--- src/rtl/seg7_pkg.sv ---
// Shared types and the hex-to-segment decode for the multiplexed 7-segment scan controller.
package seg7_pkg;

  typedef enum logic [1:0] {
    ST_IDLE  = 2'd0,
    ST_BLANK = 2'd1,
    ST_ON    = 2'd2,
    ST_OFF   = 2'd3
  } seg7_state_e;

  localparam int SEG_A = 0;
  localparam int SEG_B = 1;
  localparam int SEG_C = 2;
  localparam int SEG_D = 3;
  localparam int SEG_E = 4;
  localparam int SEG_F = 5;
  localparam int SEG_G = 6;

  // Bit 0 is segment a, bit 6 is segment g; active-high.
  function automatic logic [6:0] hex_to_seg(input logic [3:0] nib);
    logic [6:0] seg;
    case (nib)
      4'h0: seg = 7'h3F;
      4'h1: seg = 7'h06;
      4'h2: seg = 7'h5B;
      4'h3: seg = 7'h4F;
      4'h4: seg = 7'h66;
      4'h5: seg = 7'h6D;
      4'h6: seg = 7'h7D;
      4'h7: seg = 7'h07;
      4'h8: seg = 7'h7F;
      4'h9: seg = 7'h6F;
      4'hA: seg = 7'h77;
      4'hB: seg = 7'h7C;
      4'hC: seg = 7'h39;
      4'hD: seg = 7'h5E;
      4'hE: seg = 7'h79;
      default: seg = 7'h71;
    endcase
    return seg;
  endfunction

endpackage

--- src/rtl/down_counter.sv ---
// Free-running prescaler: o_count_hit is high for one enabled cycle out of every COUNT_FROM.
module down_counter #(
  parameter int COUNT_FROM = 1000
) (
  input  logic i_clk,
  input  logic i_rst,
  input  logic i_en,
  output logic o_count_hit
);

  localparam int CW = (COUNT_FROM > 1) ? $clog2(COUNT_FROM) : 1;
  localparam logic [CW-1:0] RELOAD = CW'(COUNT_FROM - 1);

  logic [CW-1:0] r_cnt;

  always_ff @(posedge i_clk or posedge i_rst) begin
    if (i_rst) begin
      r_cnt <= RELOAD;
    end else if (i_en) begin
      if (r_cnt == '0) r_cnt <= RELOAD;
      else             r_cnt <= r_cnt - 1'b1;
    end
  end

  assign o_count_hit = i_en && (r_cnt == '0);

endmodule

--- src/rtl/seg7_scan_ctrl.sv ---
// Multiplexed 7-segment scan controller: per-digit BLANK/ON/OFF slots for anti-ghosting and PWM
// brightness, with a valid/ready load buffer that only swaps the displayed digits at frame wrap.
module seg7_scan_ctrl
  import seg7_pkg::*;
#(
  parameter int NUM_DIGITS  = 4,
  parameter int CLK_DIV     = 1000,
  parameter int BLANK_TICKS = 2,
  parameter int DIGIT_TICKS = 16
) (
  input  logic                    i_clk,
  input  logic                    i_rst,
  input  logic                    i_en,
  input  logic [4*NUM_DIGITS-1:0] i_digits,
  input  logic [NUM_DIGITS-1:0]   i_dp,
  input  logic                    i_load,
  output logic                    o_load_ready,
  input  logic [3:0]              i_brightness,
  output logic [6:0]              o_seg,
  output logic                    o_dp,
  output logic [NUM_DIGITS-1:0]   o_dig,
  output logic                    o_frame_done
);

  localparam int TW     = $clog2(DIGIT_TICKS) + 1;
  localparam int IW     = $clog2(NUM_DIGITS);
  localparam int MAX_ON = DIGIT_TICKS - BLANK_TICKS;
  localparam logic [TW-1:0] BLANK_LAST = TW'(BLANK_TICKS - 1);
  localparam logic [TW-1:0] MAX_ON_T   = TW'(MAX_ON);
  localparam logic [IW-1:0] LAST_IDX   = IW'(NUM_DIGITS - 1);

  logic                    w_tick;
  seg7_state_e             r_state, w_nxt_state;
  logic [TW-1:0]           r_tcnt, w_nxt_tcnt;
  logic [IW-1:0]           r_idx, w_nxt_idx;
  logic [TW-1:0]           r_on_len, r_off_len, w_on_samp, w_off_samp;
  logic                    w_slot_start, w_slot_end, w_wrap, w_copy;
  logic [4*NUM_DIGITS-1:0] r_pend_dig, r_act_dig, w_act_dig_nxt;
  logic [NUM_DIGITS-1:0]   r_pend_dp, r_act_dp, w_act_dp_nxt;
  logic                    r_ready, r_copied;
  logic [6:0]              r_seg, w_seg_nxt;
  logic                    r_dp, w_dp_nxt;
  logic [NUM_DIGITS-1:0]   r_dig, w_dig_nxt;
  logic                    r_frame_done;
  logic [3:0]              w_nib;

  down_counter #(.COUNT_FROM(CLK_DIV)) u_prescaler (
    .i_clk       (i_clk),
    .i_rst       (i_rst),
    .i_en        (i_en),
    .o_count_hit (w_tick)
  );

  always_comb begin
    if (int'(i_brightness) > MAX_ON) w_on_samp = MAX_ON_T;
    else                             w_on_samp = TW'(i_brightness);
    w_off_samp = MAX_ON_T - w_on_samp;
  end

  // Slot sequencer: all phase changes wait for a tick except leaving IDLE and dropping i_en.
  always_comb begin
    w_nxt_state  = r_state;
    w_nxt_tcnt   = r_tcnt;
    w_nxt_idx    = r_idx;
    w_slot_start = 1'b0;
    w_slot_end   = 1'b0;
    w_wrap       = 1'b0;
    if (!i_en) begin
      w_nxt_state = ST_IDLE;
      w_nxt_tcnt  = '0;
      w_nxt_idx   = '0;
    end else begin
      case (r_state)
        ST_IDLE: begin
          w_nxt_state  = ST_BLANK;
          w_nxt_tcnt   = '0;
          w_nxt_idx    = '0;
          w_slot_start = 1'b1;
        end
        ST_BLANK: if (w_tick) begin
          if (r_tcnt == BLANK_LAST) begin
            w_nxt_tcnt = '0;
            if (r_on_len != '0)       w_nxt_state = ST_ON;
            else if (r_off_len != '0) w_nxt_state = ST_OFF;
            else                      w_slot_end  = 1'b1;
          end else begin
            w_nxt_tcnt = r_tcnt + 1'b1;
          end
        end
        ST_ON: if (w_tick) begin
          if (r_tcnt == r_on_len - 1'b1) begin
            w_nxt_tcnt = '0;
            if (r_off_len != '0) w_nxt_state = ST_OFF;
            else                 w_slot_end  = 1'b1;
          end else begin
            w_nxt_tcnt = r_tcnt + 1'b1;
          end
        end
        ST_OFF: if (w_tick) begin
          if (r_tcnt == r_off_len - 1'b1) w_slot_end = 1'b1;
          else                            w_nxt_tcnt = r_tcnt + 1'b1;
        end
        default: w_nxt_state = ST_IDLE;
      endcase
      if (w_slot_end) begin
        w_nxt_state  = ST_BLANK;
        w_nxt_tcnt   = '0;
        w_slot_start = 1'b1;
        if (r_idx == LAST_IDX) begin
          w_nxt_idx = '0;
          w_wrap    = 1'b1;
        end else begin
          w_nxt_idx = r_idx + 1'b1;
        end
      end
    end
  end

  // Pending contents become visible only at a frame wrap, or straight away while idle.
  assign w_copy        = !r_ready && !r_copied && (w_wrap || (r_state == ST_IDLE));
  assign w_act_dig_nxt = w_copy ? r_pend_dig : r_act_dig;
  assign w_act_dp_nxt  = w_copy ? r_pend_dp  : r_act_dp;

  always_comb begin
    w_nib     = w_act_dig_nxt[4*w_nxt_idx +: 4];
    w_dig_nxt = '0;
    w_seg_nxt = '0;
    w_dp_nxt  = 1'b0;
    if (w_nxt_state == ST_ON) begin
      w_dig_nxt = NUM_DIGITS'(1) << w_nxt_idx;
      w_seg_nxt = hex_to_seg(w_nib);
      w_dp_nxt  = w_act_dp_nxt[w_nxt_idx];
    end
  end

  always_ff @(posedge i_clk or posedge i_rst) begin
    if (i_rst) begin
      r_state      <= ST_IDLE;
      r_tcnt       <= '0;
      r_idx        <= '0;
      r_on_len     <= '0;
      r_off_len    <= '0;
      r_pend_dig   <= '0;
      r_pend_dp    <= '0;
      r_act_dig    <= '0;
      r_act_dp     <= '0;
      r_ready      <= 1'b1;
      r_copied     <= 1'b0;
      r_seg        <= '0;
      r_dp         <= 1'b0;
      r_dig        <= '0;
      r_frame_done <= 1'b0;
    end else begin
      r_state      <= w_nxt_state;
      r_tcnt       <= w_nxt_tcnt;
      r_idx        <= w_nxt_idx;
      if (w_slot_start) begin
        r_on_len  <= w_on_samp;
        r_off_len <= w_off_samp;
      end
      r_frame_done <= w_wrap;
      r_act_dig    <= w_act_dig_nxt;
      r_act_dp     <= w_act_dp_nxt;
      if (r_ready) begin
        if (i_load) begin
          r_pend_dig <= i_digits;
          r_pend_dp  <= i_dp;
          r_ready    <= 1'b0;
        end
      end else if (r_copied) begin
        r_ready  <= 1'b1;
        r_copied <= 1'b0;
      end else if (w_copy) begin
        r_copied <= 1'b1;
      end
      r_seg <= w_seg_nxt;
      r_dp  <= w_dp_nxt;
      r_dig <= w_dig_nxt;
    end
  end

  assign o_seg        = r_seg;
  assign o_dp         = r_dp;
  assign o_dig        = r_dig;
  assign o_frame_done = r_frame_done;
  assign o_load_ready = r_ready;

endmodule

--- config.mk ---
export PLATFORM = sky130hd
export DESIGN_NAME = seg7_scan_ctrl
export DESIGN_NICKNAME = d
export VERILOG_FILES = /design/src/rtl/seg7_pkg.sv /design/src/rtl/down_counter.sv /design/src/rtl/seg7_scan_ctrl.sv
export SDC_FILE = /design/constraint.sdc
export NUM_CORES = 1
export LEC_CHECK = 0
export CORE_MARGIN = 3
export CORE_UTILIZATION = 50
export CTS_CLUSTER_DIAMETER = 40
export DETAILED_ROUTE_END_ITERATION = 10
export PLACE_DENSITY = 0.72
export SYNTH_ARGS = -nofsm -noshare
export SYNTH_HDL_FRONTEND = slang
export SYNTH_SLANG_ARGS = --single-unit
--- constraint.sdc ---
create_clock -name i_clk -period 11.25 [get_ports i_clk]
set_input_delay 1.6875 -clock i_clk [delete_from_list [all_inputs] [get_ports i_clk]]
set_output_delay 1.6875 -clock i_clk [all_outputs]
set_load 0.03 [all_outputs]
* Yosys cells after proc, flatten, opt, wreduce, memory -nomap -nowiden
Memories as Yosys holds them, arrays and structs flattened.
Index checks and enable logic that the tools add are counted.
Widths: inputs -> output; s select.
** Cells by class
- Reductions and logical operators :: 12
- $add $sub $neg :: 6
- Magnitude comparators :: 2
- Equal/unequal tests :: 12
- Mux-type cells :: 52
- Shift operators :: 2
** Operators by type and width (number)
- $mux 5 :: 8
- $mux 2 :: 12
- $mux 1 :: 22
- $pmux 5 s4 :: 1
- $mux 16 :: 1
- $shiftx 16x5->4 :: 1
- $mux 4 :: 3
- $ne 4x3->1 const B :: 3
- $eq 5x5->1 :: 2
- $logic_not 10->1 :: 1
- $mux 10 :: 1
- $reduce_bool 5->1 :: 2
- $sub 10x1->10 const B :: 1
- $sub 5x1->5 const B :: 2
- $eq 2x2->1 const B :: 4
- $mux 7 :: 1
- $pmux 2 s3 :: 1
- $add 5x1->5 const B :: 1
- $eq 5x1->1 const B :: 1
- $sub 4x5->5 const A :: 1
- $gt 4x4->1 const B :: 1
- $ne 4x4->1 const B :: 1
- $reduce_and 4->1 :: 1
- $shl 1x2->4 const A :: 1
- other kinds (10) :: 13
** Storage, ports and cells
- Register bits after elaboration :: 84
- Input port bits :: 28
- Memories :: 1
- Word-level logic and storage cells :: 103
- Output and inout port bits :: 14
- ROM bits :: 112
** Memory list
- (no name shown) :: depth 16, bits a word 7, read ports 1, clocked after Yosys merged registers in 0, write ports 0, line seg7_pkg.sv:22 : case (nib)

* Logic depth before layout (Yosys ltp)
- Depth in word-level cells :: 15
- Depth in mapped cells :: 17
- Mapped depth without buffers :: 16

* Hierarchy
A second synthesis with hierarchy kept.
** Unflattened totals
- Cells, all modules :: 392
- Area, all modules :: 4346.7 µm²
** By module, submodules not included
- seg7_scan_ctrl :: instances 1, area an instance 3823.7 µm², cells an instance 342, sequential area each 1803.0 µm²
- down_counter :: instances 1, area an instance 523.0 µm², cells an instance 50, sequential area each 260.2 µm²

* Worst setup path after synthesis
OpenSTA, ideal clock, no wires.
- Path kind :: input to register
- Start point :: input port i_en
- End point :: register r_seg[0] (netlist: o_seg[0])
- Data arrival time :: 4.405 ns
- Cell stages on the path :: 14
- Library setup time :: 0.065 ns
- Slack :: 6.780 ns
- Required time :: 11.185 ns
- Path buffers :: 1
- Cells stage by stage :: nand4bb_1 or2_1 clkbuf_1 nand2b_1 a211oi_4 mux2_4 inv_4 mux2i_1 mux2_2 inv_1 ha_1 or3b_1 o221ai_1 and2b_1
** On the way
- Elaborated cells on any way between the ends :: 22
- Classes of those cells :: 1 x eq/ne; 1 x shift; 16 x mux; 3 x reduce/logical; 1 x memory
** RTL lines
- from (decl) :: line seg7_scan_ctrl.sv:13 : input logic i_en,
- $logic_and 1x1->1 :: line down_counter.sv:25 : assign o_count_hit = i_en && (r_cnt == '0);
- $mux 1, on equally long branches :: line seg7_scan_ctrl.sv:99, seg7_scan_ctrl.sv:80, seg7_scan_ctrl.sv:90
- $pmux 1 s3 :: line seg7_scan_ctrl.sv:73 : case (r_state)
- $mux 1 :: line seg7_scan_ctrl.sv:68 : if (!i_en) begin
- $mux 2 :: line seg7_scan_ctrl.sv:105 : if (w_slot_end) begin
- $mux 2 (*) :: line seg7_scan_ctrl.sv:68
- via w_nxt_idx[0] :: line seg7_scan_ctrl.sv:35 : logic [IW-1:0] r_idx, w_nxt_idx;
- $shiftx 16x5->4 (*) :: line seg7_scan_ctrl.sv:125 : w_nib = w_act_dig_nxt[4*w_nxt_idx +: 4];
- $mem_v2 16x7 (*)
- $mux 7 (*) :: line seg7_scan_ctrl.sv:129 : if (w_nxt_state == ST_ON) begin
- via w_seg_nxt[0] :: line seg7_scan_ctrl.sv:41 : logic [6:0] r_seg, w_seg_nxt;
- to (signal assigned) :: line seg7_scan_ctrl.sv:176 : r_seg <= w_seg_nxt;
- to (decl) :: line seg7_scan_ctrl.sv:41
The timed path passes the listed nets; every way through them passes the cells marked *. The select of a mux whose other input is x is not followed.
A chain may end at the register's enable or synchronous reset.

* Worst setup path after layout
- Start point :: input port i_en
- End point :: register r_seg[3] (netlist: o_seg[3])
** On the way
- Cells in the longest elaborated chain, start to end :: 12
- Elaborated cells on any way between the ends :: 22
- Classes of those cells :: 1 x eq/ne; 1 x shift; 16 x mux; 3 x reduce/logical; 1 x memory
** RTL lines
- $logic_and 1x1->1 :: line down_counter.sv:25
- $mux 1, on equally long branches :: line seg7_scan_ctrl.sv:99, seg7_scan_ctrl.sv:80, seg7_scan_ctrl.sv:90
- $pmux 1 s3 :: line seg7_scan_ctrl.sv:73
- $mux 1 :: line seg7_scan_ctrl.sv:68
- $mux 1 :: line seg7_scan_ctrl.sv:105
- $mux 1 (*) :: line seg7_scan_ctrl.sv:68
- $logic_or 1x1->1 (*) :: line seg7_scan_ctrl.sv:120 : assign w_copy = !r_ready && !r_copied && (w_wrap || (r_state == ST_IDLE));
- $logic_and 1x1->1 (*) :: line seg7_scan_ctrl.sv:120
- $mux 16 (*) :: line seg7_scan_ctrl.sv:121 : assign w_act_dig_nxt = w_copy ? r_pend_dig : r_act_dig;
- via w_act_dig_nxt[8] :: line seg7_scan_ctrl.sv:38 : logic [4*NUM_DIGITS-1:0] r_pend_dig, r_act_dig, w_act_dig_nxt;
- $shiftx 16x5->4 (*) :: line seg7_scan_ctrl.sv:125
- $mem_v2 16x7 (*)
- $mux 7 (*) :: line seg7_scan_ctrl.sv:129
- via w_seg_nxt[3] :: line seg7_scan_ctrl.sv:41
Marks and branches as above.

==> run_results.csv <==
group,metric,value,unit
status,status,"completed",
power,switching_share,32.6,%
critical_path,cp-end-kind,"flip-flop",
critical_path,cp_max_fo,13,
clocking,htree_levels,3,
synthesis,yosys_warnings,0,
final_layout,drive_above_1_share,18.9,%
timing,min_period,5290,ps
clocking,cts_resized,0,
critical_path,r2r-end,"o_seg[3]",
clocking,clk_pin_slew,90,ps
power,p_sw,0.000342,W
critical_path,required,11480,ps
clocking,numCtsBuffers,9,
run,drv_cap,0,
critical_path,slowest_stage,"clkdlybuf4s50_1",
clocking,hold_buffers,0,
critical_path,path_delay_family,"multiplexers",
final_layout,final_nets,444,
timing,hold_viol,0,
power,comb_power_share,33.1,%
synthesis,synth-edff-count,0,
placed_design,placed_cells,494,
timing,max_freq,0.189,GHz
power,seqPwrFrac,44.1,%
grt,grt_use_total,17.4,%
grt,overflow,0,
detailed_routing,viasPerCell,5.61,
placed_design,hpwlAfterDp,5690,um
timing,fin_worst_skew,6.92,ps
timing,setup_viol,0,
critical_path,r2r_cells,16,
detailed_routing,drt-initial-drc-count,165,
placed_design,gp_congestion,0.816,
detailed_routing,ant_nets,0,
critical_path,crit-reg2reg-launch,"r_off_len[0]",
critical_path,r2r_slack,6610,ps
synthesis,synth.area.top_cells,"dfrtp_1 44%, mux2_2 9.8%, dfstp_2 5.7%, ha_1 3.9%, mux2i_1 3.4%",
grt,grt_pass1_vias,2793,
die,die_width,97.1,um
critical_path,crit_type,"primary input to flip-flop",
detailed_routing,drc,0,
placed_design,post-place-ws,5600,ps
synthesis,seq_area_frac_synth,49.8,%
die,fp.coreArea,7890,um2
detailed_routing,wl,7950,um
die,initial_core_util,52.6,%
power,intPower,0.000706,W
timing,period_share,47.1,%
synthesis,synth_seq_cells,82,
min_path,hold_start,"u_prescaler.r_cnt[1]",
power,ir_worst_vdd,0.112,mV
power,clockPowerShare,22.8,%
critical_path,crit_arrival,5520,ps
synthesis,ys_async_sr_fraction,100,%
clocking,cts_sinks,82,
clocking,clockBufferDepth,2,
synthesis,syn_nets,405,
clocking,cts_tree,"built",
power,power,0.00105,W
final_layout,final_cells,510,
die,io_pins,42,
synthesis,yosys_most_used_dff,"dfrtp_1",
timing,fin_tns_setup,0,ps
critical_path,crit_chain,"clkdlybuf4s50_1, nand4bb_1, nor4_1, nand3_1, a211oi_4, nor2_4, mux2_2, mux2i_1, mux2i_1, inv_1, ha_1, inv_1, mux2i_1, mux2i_1, nor2_1",
timing,drv_slew,0,
min_path,hold_depth,2,
grt,grt_pass1_wl,13300,um
critical_path,cp-start-kind,"primary input",
synthesis,avgSynthCellArea,11.4,um2
critical_path,crit_path_frequent_cell,"mux2i_1",
timing,finalWorstSetupSlack,5960,ps
synthesis,synthCells,364,
final_layout,diodes,0,
detailed_routing,vias,2859,
detailed_routing,drt_first_pass_iters,4,
clocking,clk_latency,350,ps
critical_path,cpPeakStageDelay,700,ps
clocking,root_buffer,"clkbuf_8",
clocking,post_cts_buffers,0,
timing,slew_headroom,23.9,%
timing,worstMarginPinSlew,1130,ps
synthesis,netlist_top_cells_count,"73 x dfrtp_1, 36 x mux2_2, 26 x nand2_1, 21 x nor2_1, 20 x o21ai_0",
timing,rsz0062_at_grt,"false",
power,power_density,216,nW/um2
placed_design,numPortBuffers,41,
detailed_routing,wire_per_inst,15.6,um
synthesis,syn_area,4150,um2
synthesis,synth_most_common_cell,"dfrtp_1",
timing,whs,502,ps
die,die_y,97.1,um
synthesis,synth_top_area_share,44.1,%
power,p_leak,2.13,nW
min_path,hold_class,"flip-flop to flip-flop",
critical_path,path_buf_inv,3,
critical_path,cp.depth,15,
synthesis,synth_cell_types,61,
synthesis,synth_top_area_cell,"dfrtp_1",
min_path,worstHoldEndpoint,"u_prescaler.r_cnt[1]",
final_layout,area_growth,17.1,%
grt,grt_antenna_before_repair,0,
die,dieArea,9420,um2
grt,grt_max_degree,83,
die,rows,32,
-- final cells by class --
cell class	instances	area, um2
clock buffer	10	138
clock inverter	6	87.6
fill	628	3030
inverter	16	63.8
multi-input combinational	251	1950
sequential	82	2060
tap	102	128
timing repair buffer	43	425
-- cell families after synthesis --
| logic type | after synthesis | synth area share [%] |
|---|---|---|
| and+or+nand+nor | 111 | 14.7 |
| DFF | 82 | 49.8 |
| AOI/OAI and AO/OA | 54 | 9.84 |
| muxes | 53 | 14.2 |
| buffers and inverters | 31 | 3.32 |
| xor gates and xnor gates | 20 | 4.22 |
| adders and majority gates | 13 | 3.92 |
-- worst min-delay path: stages (launching register included) --
cell	delay, ps
dfstp_2	380
nor2_1	80
a21oi_1	40
-- state kept, by name, summed over array words and instances, names as in the netlist, 5 cells and up --
name,cells
r_act_dig,16
r_pend_dig,16
u_prescaler.r_cnt,10
o_seg,7
r_off_len,5
r_tcnt,5
-- metrics by stage --
step	utilization, %	area (um2)
after global routing	61.6	4860
after detailed placement	58.7	4630
final	61.6	4860
after global placement	58.7	4630
after floorplan	-	4150
after CTS	61.6	4860
-- metal layers --
metal | global-route usage, % | routed length, um | up-vias
met5 | 0 | 0 | -
met1 | 24.5 | 3870 | 1429
li1 | - | - | 1368
met2 | 26.8 | 3670 | 54
met3 | 3.80 | 316 | 8
met4 | 5.51 | 96 | 0
-- how the worst max path moves through the flow --
stage,slack [ps],startpoint,end
after floorplan,6780,i_en,o_seg[0]
after global placement,5730,i_en,o_seg[0]
after detailed placement,5600,i_en,o_seg[6]
after CTS,5970,i_en,o_seg[6]
after global routing,5550,i_en,o_seg[6]
final,5960,i_en,o_seg[3]
-- cells in the final DEF, fill, tap and decap left out, types with 8 or more instances in the layout --
master / n
nand2_1: 26
nand3_1: 8
nand3b_1: 9
ha_1: 13
inv_1: 13
xor2_1: 8
mux2_2: 36
nand4_1: 9
mux2i_1: 14
clkdlybuf4s50_1: 41
nor2_1: 21
nor3_1: 9
o21ai_0: 20
dfrtp_1: 73
xnor2_1: 12
dfstp_2: 9
clkbuf_8: 10
-- power by group through the flow --
stage / logic [W] / registers (W) / clock network [W]
5_1_grt: 0.000389 / 0.000473 / 0.000257
4_1_cts: 0.000349 / 0.000462 / 0.000244
3_5_place_dp: 0.000348 / 0.000467 / 0
2_1_floorplan: 0.000283 / 0.000448 / 0
6_report: 0.000347 / 0.000462 / 0.000239
3_3_place_gp: 0.000334 / 0.000463 / 0
Power figures use the tool's default switching activity.
==> patch 1, RTL diff (config.mk and constraints unchanged) <==
Put one more register stage on the output `o_seg`, with the module's reset. The value now appears one clock later. The other outputs are not delayed to match.
--- a/src/rtl/seg7_scan_ctrl.sv
+++ b/src/rtl/seg7_scan_ctrl.sv
@@ -179,7 +179,13 @@
     end
   end
 
-  assign o_seg        = r_seg;
+  always_ff @(posedge i_clk or posedge i_rst) begin
+    if (i_rst) begin
+      o_seg <= '0;
+    end else begin
+      o_seg <= r_seg;
+    end
+  end
   assign o_dp         = r_dp;
   assign o_dig        = r_dig;
   assign o_frame_done = r_frame_done;
Function: no difference found for any inputs over 10 cycles, from zero or initial values and one cycle with i_rst high; that may be too few to reach the edited logic, so the function may still have changed.
==> patch 1 against the unedited design <==
- sequential cell count rose by 7
- clock power is 11% lower
- routed wire length is 0.99% higher
- worst setup slack lost 0.62 ns
- power about the same
- largest power group unchanged
- design area increased by 3.0%
- highest routed layer unchanged
- maximum frequency shrank 10%
- global-route usage rose by 0.092 points
- synthesized area up 4.6%
- sequential share of layout area is 2.2 points higher
==> patch 1: results (changes against the unedited design) <==
[logic_synthesis]
ys_top_cells_by_count = dfrtp_1 (80), mux2_2 (30), nor2_1 (25)
synth_area_leaders = dfrtp_1 (46%), mux2_2 (7.8%), dfstp_2 (5.5%)
syn_nets = 422  ; +4.2%
avgSynthCellArea_um2 = 11.38  ; -0.11%
ys_async_sr_fraction_pct = 100.0  ; unchanged
yosysSeqAreaShare_pct = 51.63  ; +1.9 points

[status]
outcome = finished, final reports clean

[place]
place_ws_ns = 5.012  ; -0.5904 ns
place_area_um2 = 4812  ; +3.9%
dpl.hpwl_mm = 5.591  ; -1.7%
place_inst = 512  ; +3.6%

[timing]
finalHoldViolCount = 0  ; unchanged
max_slew.worst_pin.slew_ns = 1.108  ; -0.02431 ns
skew_ns = 0.006045  ; -0.0008766 ns

[cells_and_area]
nets = 459  ; +3.4%
final_cells = 527  ; +3.3%

[routing]
drtIter0Drc = 132  ; -20%
route.vias.total = 2942  ; +2.9%

[global_routing]
grt_max_degree = 90  ; +8.4%
globalRouteMet3Util_pct = 3.156  ; -0.65 points
gr-usage-met1_pct = 25.61  ; +1.1 points
use_met2_pct = 25.41  ; -1.4 points
track_usage_pct = 17.45  ; +0.092 points

[pwr]
peakVddDrop_mv = 0.1332  ; +19%
power.leakage_nw = 2.239  ; +5.0%

[critical_path]
critical_path_arrival_ns = 6.14  ; +0.62 ns
worstPathMaxFanout = 22  ; +9

==> patch 1: power breakdown <==
group | internal (mW) | leakage, nW | switching [mW]
Combinational | 0.170 | 1.04 | 0.175
Sequential | 0.428 | 1.11 | 0.0612
Clock | 0.103 | 0.0957 | 0.110
==> patch 1: final cells by class <==
type | instances | area (um^2)
Fill cell | 691 | 3294
Sequential cell | 89 | 2238
Multi-Input combinational cell | 258 | 1952
Timing Repair Buffer | 43 | 425.4
Tap cell | 105 | 131.4
Clock buffer | 9 | 123.9
Clock inverter | 6 | 68.82
Inverter | 17 | 65.06
==> patch 1: metal layers <==
layer  vias to the layer above  part of all wire, %
met5                         -                    0
met4                         0                  1.9
met3                        13                  3.4
met2                        54                   45
met1                      1455                   49
li1                       1420                    -
==> patch 1: cells by family after synthesis <==
group / after synthesis / share of synthesized area (%)
compound gates: 73 / 12.47
xor+xnor: 17 / 3.434
fa+ha+maj: 13 / 3.752
buf+inv: 34 / 3.463
flops: 89 / 51.63
mux: 48 / 12.41
simple gates: 107 / 12.84
==> patch 1: final timing paths <==
path	cells after the start	to	slack [ns]	startpoint
worst max-delay path	12	r_seg[2]	5.34	i_en
worst min-delay path	0	o_seg[5]	0.35	r_seg[5]
worst max register to register	16	r_seg[5]	6.70	r_off_len[0]
worst min register to register	0	o_seg[5]	0.35	r_seg[5]
max in group asynchronous	3	r_on_len[2]	8.54	i_rst
min in group asynchronous	3	o_seg[2]	2.03	i_rst
==> patch 1: metrics by stage <==
stage | hold WS [ns] | power (mW)
2_1_floorplan | 0.3312 | 0.7616
3_3_place_gp | 0.3338 | 0.8249
3_5_place_dp | 0.3372 | 0.8400
4_1_cts | 0.3494 | 1.059
5_1_grt | 0.3603 | 1.124
6_report | 0.3505 | 1.048
==> patch 1: worst max-delay path: stages <==
cell	delay, ns
clkdlybuf4s50_1	0.89
nand4bb_1	0.20
or2_1	0.31
nor3_1	0.31
nand2_1	0.23
a21oi_4	0.40
mux2i_1	0.47
a211oi_1	0.12
a2111oi_2	1.00
nor2b_1	0.29
nor2b_1	0.15
nor3_1	0.06
==> patch 2, RTL diff (config.mk and constraints unchanged) <==
Made on the original files. `NUM_DIGITS`: 4 -> 8.
--- a/src/rtl/seg7_scan_ctrl.sv
+++ b/src/rtl/seg7_scan_ctrl.sv
@@ -3,7 +3,7 @@
 module seg7_scan_ctrl
   import seg7_pkg::*;
 #(
-  parameter int NUM_DIGITS  = 4,
+  parameter int NUM_DIGITS  = 8,
   parameter int CLK_DIV     = 1000,
   parameter int BLANK_TICKS = 2,
   parameter int DIGIT_TICKS = 16
Ports: changed (resized i_digits, i_dp and o_dig); port bits go from 42 to 66. No check against the original RTL was run, so the function may have changed too.
==> patch 2 against the unedited design <==
- core utilization up 1.8 points
- hold slack worse by 0.0065 ns
- sequential cell count up 45
- routed wire length up 49%
- power up 72%
- maximum frequency down 12%
- largest power group unchanged
- synthesized cell count up 36%
- design area up 53%
- synthesized area up 48%
- sequential share of layout area up 0.47 points
- first-iteration DRC count up 61%
- worst setup slack worse by 0.72 ns
==> patch 2: results (changes against the unedited design) <==
[routing]
vias_per_cell = 5.553  ; -0.94%
routedWlPerCell_um = 16.61  ; +6.6%
dr_wl_met2_mm = 5.912  ; +61%
wl_met1_mm = 5.360  ; +39%
drtIter0Drc = 266  ; +61%

[place]
io_buffers = 65  ; +59%
place_inst = 682  ; +38%
place_area_um2 = 6858  ; +48%
place_congestion = 0.8048  ; -1.3%
place_ws_ns = 4.832  ; -0.7706 ns

[clock_network]
clkLatencyLatePin_ns = 0.42  ; +0.07 ns
cts-buffers-inserted = 17  ; +8
path_clk_slew_ns = 0.05  ; -0.04 ns
cts-root-buf = clkbuf_16
cts-htree-levels = 4  ; +1

[logic_synthesis]
synth_cell_types = 69  ; +13%
syn_nets = 556  ; +37%
avgSynthCellArea_um2 = 12.42  ; +9.0%
synth_area_leaders = dfrtp_1 (48%), mux2_2 (16%), dfstp_2 (3.9%)
ys_top_cells_by_count = dfrtp_1 (118), mux2_2 (86), nand2_1 (28), nor2_1 (28)

[cells_and_area]
final_cells = 714  ; +40%
final_layout_size_suffix_gt1_share_pct = 28.02  ; +9.1 points
final_util_pct = 63.41  ; +1.8 points
fillers = 927  ; +48%
nets = 620  ; +40%

[pwr]
swShare_pct = 30.26  ; -2.4 points
peakVddDrop_mv = 0.1667  ; +49%

[critical_path]
crit_family = compound AO/OA/AOI/OAI gates
worstPathMaxFanout = 18  ; +5
critical_path_arrival_ns = 6.34  ; +0.82 ns
cp_slowest_cell = a311oi_2

[global_routing]
grt_pass1_wl_mm = 20.27  ; +52%
grt_max_degree = 89  ; +7.2%
grt_pass1_vias = 4113  ; +47%
use_met2_pct = 30.79  ; +4.0 points
track_usage_pct = 19.31  ; +2.0 points

[timing]
skew_ns = 0.01016  ; +0.003236 ns
max_slew.worst_pin.slew_ns = 1.189  ; +0.05657 ns

[status]
outcome = finished, final reports clean

[patch 2: changes by cell type in the layout (fill, tap and decap cells not counted), sizes merged, moves of 5 or more]
cell           before  now
or2                 1    7
and3                0    7
dfrtp              73  118
or3                 0    5
clkbuf             10   22
mux2               39   88
nor2               22   29
clkdlybuf4s50      41   65
nand3b              9    0
xnor2              12    7
nand4              10    2
[patch 2: power by group through the flow]
stage	sequential, mW	combinational [mW]	clock, mW
finish	0.733	0.543	0.523
floorplan	0.708	0.450	0
CTS	0.734	0.550	0.533
global route	0.755	0.607	0.556
global placement	0.731	0.526	0
detailed placement	0.740	0.545	0
[patch 2: area by class of cell]
| type | count | area share, % |
|---|---|---|
| clock buffer | 22 | 6.116 |
| clock inverter | 10 | 1.533 |
| inverter | 19 | 0.9941 |
| multi-input combinational | 325 | 36.93 |
| sequential | 127 | 42.95 |
| tap | 143 | 2.409 |
| timing repair buffer | 68 | 9.065 |
[patch 2: worst paths after layout]
kind                                from             end  slack, ns  cells after the start
min                        r_act_dig[13]   r_act_dig[13]       0.50                      1
min reg2reg                r_act_dig[13]   r_act_dig[13]       0.50                      1
max in group asynchronous          i_rst  r_pend_dig[14]       8.17                      3
max reg2reg                 r_off_len[0]        o_seg[3]       6.42                     13
min in group asynchronous          i_rst    r_act_dig[8]       1.65                      2
max                                 i_en        o_seg[3]       5.24                     12
[patch 2: logic make-up (layout without fill, tap and decap cells)]
group	count (synthesis)	count (layout)	share of synthesized area [%]
DFF	127	127	51.99
and+or+nand+nor	124	124	10.93
xor gates and xnor gates	19	19	2.713
adders and majority gates	14	14	2.855
AOI/OAI and AO/OA	62	62	8.627
buffers and inverters	42	119	3.345
muxes	106	106	19.54
